[config.mk]
export PLATFORM = sky130hd
export DESIGN_NAME = dsp_fir_sequencer
export DESIGN_NICKNAME = d
export VERILOG_FILES = /design/src/rtl/dsp_fir_sequencer.sv
export SDC_FILE = /design/constraint.sdc
export NUM_CORES = 1
export LEC_CHECK = 0
export CAP_MARGIN = 0
export CORE_MARGIN = 10
export CORE_UTILIZATION = 30
export CTS_CLUSTER_DIAMETER = 80
export CTS_CLUSTER_SIZE = 20
export DETAILED_ROUTE_END_ITERATION = 8
export GPL_TIMING_DRIVEN = 0
export PLACE_DENSITY = 0.5
export REMOVE_ABC_BUFFERS = 1
export SYNTH_ARGS = -nofsm -noshare
export SYNTH_HDL_FRONTEND = slang
export SYNTH_SLANG_ARGS = --single-unit
[constraint.sdc]
create_clock -name CLK -period 3.3 [get_ports CLK]
set_input_delay 0.66 -clock CLK [delete_from_list [all_inputs] [get_ports CLK]]
set_output_delay 0.66 -clock CLK [all_outputs]
set_load 0.05 [all_outputs]
[src/rtl/dsp_fir_sequencer.sv]
// FIR sequencer that time-multiplexes one external DSP slice as a MAC: one tap per cycle,
// then drains the slice pipeline and returns the captured P word through a valid/ready port.
module dsp_fir_sequencer #(
    parameter int TAPS    = 8,
    parameter int MUL_LAT = 3
) (
    input  logic                    CLK,
    input  logic                    RSTN,
    input  logic                    COEF_WE,
    input  logic [$clog2(TAPS)-1:0] COEF_ADDR,
    input  logic signed [17:0]      COEF_DATA,
    input  logic                    CLR_HIST,
    input  logic                    S_VALID,
    output logic                    S_READY,
    input  logic signed [17:0]      S_DATA,
    output logic                    Y_VALID,
    input  logic                    Y_READY,
    output logic [47:0]             Y_DATA,
    output logic signed [17:0]      A,
    output logic signed [17:0]      B,
    output logic [7:0]              OPMODE,
    output logic                    CE_DSP,
    input  logic [47:0]             P_IN
);

    localparam int AW     = $clog2(TAPS);
    localparam int DATA_W = 18;
    localparam int COEF_W = 18;
    localparam int DW     = $clog2(MUL_LAT + 2);

    localparam logic [7:0] OP_FIRST = 8'h01;
    localparam logic [7:0] OP_ACCUM = 8'h09;

    typedef enum logic [1:0] {IDLE, MAC, DRAIN, OUT} state_t;

    state_t                   state;
    logic signed [DATA_W-1:0] hist [TAPS];
    logic signed [COEF_W-1:0] coef [TAPS];
    logic [AW-1:0]            tap;
    logic [DW-1:0]            drain_cnt;
    logic [7:0]               op_p0;
    logic [7:0]               op_pipe [MUL_LAT];
    logic                     accept;

    assign accept = (state == IDLE) && S_VALID && S_READY;

    // Stage p0: all slice-facing outputs are registered, so the slice sees each state one cycle late.
    // DRAIN therefore runs one extra internal cycle so P_IN is sampled after the last product lands.
    always_ff @(posedge CLK or negedge RSTN) begin
        if (!RSTN) begin
            state     <= IDLE;
            tap       <= '0;
            drain_cnt <= '0;
            S_READY   <= 1'b0;
            Y_VALID   <= 1'b0;
            Y_DATA    <= '0;
            A         <= '0;
            B         <= '0;
            CE_DSP    <= 1'b0;
            op_p0     <= '0;
            for (int k = 0; k < TAPS; k++) begin
                hist[k] <= '0;
                coef[k] <= '0;
            end
        end else begin
            case (state)
                IDLE: begin
                    S_READY <= 1'b1;
                    A       <= '0;
                    B       <= '0;
                    CE_DSP  <= 1'b0;
                    op_p0   <= '0;
                    if (COEF_WE && (int'(COEF_ADDR) < TAPS))
                        coef[COEF_ADDR] <= COEF_DATA;
                    if (accept) begin
                        // A simultaneous clear wipes the old history before the new sample lands.
                        hist[0] <= S_DATA;
                        for (int k = 1; k < TAPS; k++)
                            hist[k] <= CLR_HIST ? '0 : hist[k-1];
                        tap     <= '0;
                        S_READY <= 1'b0;
                        state   <= MAC;
                    end else if (CLR_HIST) begin
                        for (int k = 0; k < TAPS; k++)
                            hist[k] <= '0;
                    end
                end
                MAC: begin
                    A      <= hist[tap];
                    B      <= coef[tap];
                    CE_DSP <= 1'b1;
                    op_p0  <= (tap == '0) ? OP_FIRST : OP_ACCUM;
                    if (tap == AW'(TAPS - 1)) begin
                        drain_cnt <= '0;
                        state     <= DRAIN;
                    end else begin
                        tap <= tap + AW'(1);
                    end
                end
                DRAIN: begin
                    A     <= '0;
                    B     <= '0;
                    op_p0 <= '0;
                    if (drain_cnt == DW'(MUL_LAT + 1)) begin
                        CE_DSP  <= 1'b0;
                        Y_DATA  <= P_IN;
                        Y_VALID <= 1'b1;
                        state   <= OUT;
                    end else begin
                        CE_DSP    <= 1'b1;
                        drain_cnt <= drain_cnt + DW'(1);
                    end
                end
                OUT: begin
                    CE_DSP <= 1'b0;
                    if (Y_READY) begin
                        Y_VALID <= 1'b0;
                        S_READY <= 1'b1;
                        state   <= IDLE;
                    end
                end
                default: begin
                    S_READY <= 1'b0;
                    Y_VALID <= 1'b0;
                    CE_DSP  <= 1'b0;
                    op_p0   <= '0;
                    state   <= IDLE;
                end
            endcase
        end
    end

    // Stages p1..pN: opcode follows its operands through the slice's A/B/M registers.
    always_ff @(posedge CLK or negedge RSTN) begin
        if (!RSTN) begin
            for (int k = 0; k < MUL_LAT; k++)
                op_pipe[k] <= '0;
        end else begin
            op_pipe[0] <= op_p0;
            for (int k = 1; k < MUL_LAT; k++)
                op_pipe[k] <= op_pipe[k-1];
        end
    end

    assign OPMODE = op_pipe[MUL_LAT-1];

endmodule

==> reports/metrics.yaml <==
floorplan:
  die_area_sq_um: 65440
  die_w_um: 255.8
  initial_core_util_pct: 30.28
  core_area_sq_um: 55090
  die_h_um: 255.8
  ios: 188
  fp-row-count: 86
global_route:
  grt_start_max_net_pins: 107
  grt_pass1_wl_um: 67970
  grt_use_total_pct: 13.02
  grt_overflow: 0
  first_global_vias: 10810
  antenna_found_initial: 8
layout:
  num-fill-cells: 5336
  area_growth_pct: 21.23
  drive_gt1_share_pct: 28.63
  finish.utilization_pct: 36.71
  finalNetCount: 1407
timing:
  setup-violations-final: 0
  fmax_mhz: 343.4
  rsz0062_at_grt: "no"
  slew_headroom_pct: 9.519
  fin_worst_skew_ns: 0.01528
  finalSetupTns_ns: 0
  period_share_pct: 88.25
  finalHoldViolations: 0
  timing.final.max_slew_violations: 0
  worst_pin_slew_ns: 1.356
  setup_ws_ns: 0.3878
  min_period_ns: 2.912
worst_setup_path:
  crit_path_end_kind: "flop"
  critPathSlowestCell: "nor2_2"
  arrival_ns: 3.38
  crit_path_max_incr_delay_ns: 1.07
  path_class: "flop to flop"
  worst_setup_path_start_kind: "flop"
  crit_required_ns: 3.77
  startpoint: "state[1]"
  path_depth: 5
  worst-path-buf-inv: 1
  critical_path.top_delay_family: "simple AND/OR/NAND/NOR gates"
  r2r_setup_slack_ns: 0.39
  critPathMaxFanout: 18
  path_cells: "inv_1 > ha_1 > nand3_1 > nor2_2 > mux2_2"
  reg2regPathDepth: 5
  timing.rr.start: "state[1]"
pwr:
  peakVddDrop_mv: 0.4384
  power_frac_clock_pct: 18.8
  p_switching_mw: 6.874
  swShare_pct: 37.91
  total_power_mw: 18.13
  power_frac_seq_pct: 40.2
  intPower_mw: 11.26
  p_per_area_nw_per_um2: 896.6
  pwr-share-comb_pct: 41.0
  p_leak_nw: 8.733
placed_design:
  gp_congestion: 0.7297
  dp_hpwl_um: 26550
  place_ws_ns: 0.2414
  buffer_ports.inserted: 181
synth:
  syn-cell-area_sq_um: 16680
  yosys.cell_types.count: 36
  yosysSeqAreaShare_pct: 58.65
  synth_cells: 1164
  yosys_register_bits: 391
  avgSynthCellArea_sq_um: 14.33
  yosysWarnings: 0
clocking:
  htreeDepth: 1
  post-cts-setup-buffers: 0
  holdBufCountCts: 0
  cts_tree: "done"
  clock-root-buffer: "clkbuf_16"
  ctsResizeCount: 0
  cts_buffers: 27
  clockBufferDepth: 3
  clk_pin_slew_ns: 0.08
  clk_latency_ns: 0.57
  cts_sinks: 391
hold_path:
  hold_path_class: "input pin to asynchronous set/reset pin"
drt:
  vias_per_cell: 4.931
  drc: 0
  first_pass_iters: 4
  ant_nets: 0
  first_iter_violations: 622
  vias: 10210
  wire_per_inst_um: 20.88
  finalWirelength_um: 43220
flow_run:
  maxCapViolCount: 0
run_status:
  status: "finished clean"
-- cells in the mapped netlist --
cell type,n,area (sq um)
dfrtp_1,391,9784
mux2_2,265,2984
a22o_1,147,1287
nand2_1,50,187.7
o22ai_1,37,231.5
mux4_2,36,810.8
o31ai_1,36,270.3
clkbuf_1,35,131.4
buf_2,32,160.2
nor2_1,29,108.9
buf_4,17,127.6
nor2b_1,14,87.58
o21ai_0,12,60.06
ha_1,10,125.1
inv_1,8,30.03
nor2_2,7,43.79
nand3_1,5,25.02
a21oi_1,4,20.02
buf_6,4,45.04
nand2b_1,4,25.02
buf_1,3,11.26
or3_1,3,18.77
nand3b_1,2,15.01
a211oi_1,1,7.510
a21boi_0,1,7.510
a21o_1,1,7.510
and2_1,1,6.260
and3_1,1,6.260
clkbuf_2,1,5.000
conb_1,1,3.750
nor3b_1,1,7.510
o211ai_1,1,7.510
o21a_1,1,7.510
o21ai_2,1,8.760
o32a_1,1,10.01
or2_2,1,6.260
-- metal layers --
| metal | share of wire (%) | GRT usage [%] | routed length (um) | vias to the layer above |
|---|---|---|---|---|
| met5 | 0.097 | 0 | 42 | - |
| met4 | 1.9 | 2.910 | 819 | 8 |
| met1 | 43 | 16.85 | 18620 | 5379 |
| met3 | 4.4 | 2.198 | 1889 | 56 |
| li1 | - | - | - | 4608 |
| met2 | 51 | 22.41 | 21840 | 157 |
-- cells in the final DEF, fill, tap and decap left out, drive strengths merged, types with 2 or more instances in the layout --
cell type	synthesis	layout
a21oi	4	4
a22o	147	147
buf	56	18
clkbuf	36	28
clkdlybuf4s50	0	180
clkinv	0	6
clkinvlp	0	4
conb	1	6
dfrtp	391	391
diode	0	5
ha	10	10
inv	8	11
mux2	265	265
mux4	36	36
nand2	50	50
nand2b	4	4
nand3	5	5
nand3b	2	2
nor2	36	36
nor2b	14	14
o21ai	13	13
o22ai	37	37
o31ai	36	36
or3	3	3
-- registers in the layout, summed over array words and instances (netlist names) --
| register | flops |
|---|---|
| Y_VALID | 1 |
| OPMODE | 2 |
| S_READY | 1 |
| drain_cnt | 3 |
| op_p0 | 2 |
| B | 18 |
| Y_DATA | 48 |
| CE_DSP | 1 |
| coef | 144 |
| tap | 3 |
| hist | 144 |
| state | 2 |
| A | 18 |
| op_pipe | 4 |
-- area by class of cell --
class | count | area, sq um | share of cell area (%)
multi-input cells | 678 | 6432 | 31.81
clock inverters | 14 | 147.6 | 0.7301
well taps | 748 | 935.9 | 4.628
repair buffers | 198 | 2195 | 10.85
diodes | 5 | 12.51 | 0.06187
flip-flops and latches | 391 | 9791 | 48.41
clock buffers | 28 | 679.4 | 3.360
inverters | 8 | 30.03 | 0.1485
-- path summary, 6_finish.rpt --
path	endpoint
setup / recovery	coef[86]
hold / removal	OPMODE[3]
setup reg to reg	coef[86]
hold reg to reg	OPMODE[0]
max in group asynchronous	hist[63]
min in group CLK	OPMODE[0]
-- cells by family after synthesis --
kind of cell	after synthesis	share of synthesized area (%)
mux	301	22.75
simple gates	118	3.225
compound gates	243	11.54
other cells	1	0.02248
flops	391	58.65
fa+ha+maj	10	0.7500
buf+inv	100	3.060
-- through the flow --
stage,hold slack (ns),cell area [sq um],instances
floorplan,0.3312,16220,1077
global placement,0.3351,18970,2006
detailed placement,0.3356,19380,2023
CTS,0.1540,20210,2065
global route,0.1647,20220,2069
finish,0.1255,20220,2070
-- power by group through the flow --
stage                     sequential [mW]  clock, mW  combinational, mW
after floorplan                      8.83          0               3.40
after global placement               7.57          0               6.87
after detailed placement             7.39          0               7.59
after CTS                            7.30       3.55               7.60
after global routing                 7.50       3.72               7.98
final                                7.28       3.41               7.44
No activity file was read; power rests on OpenSTA's default activity.
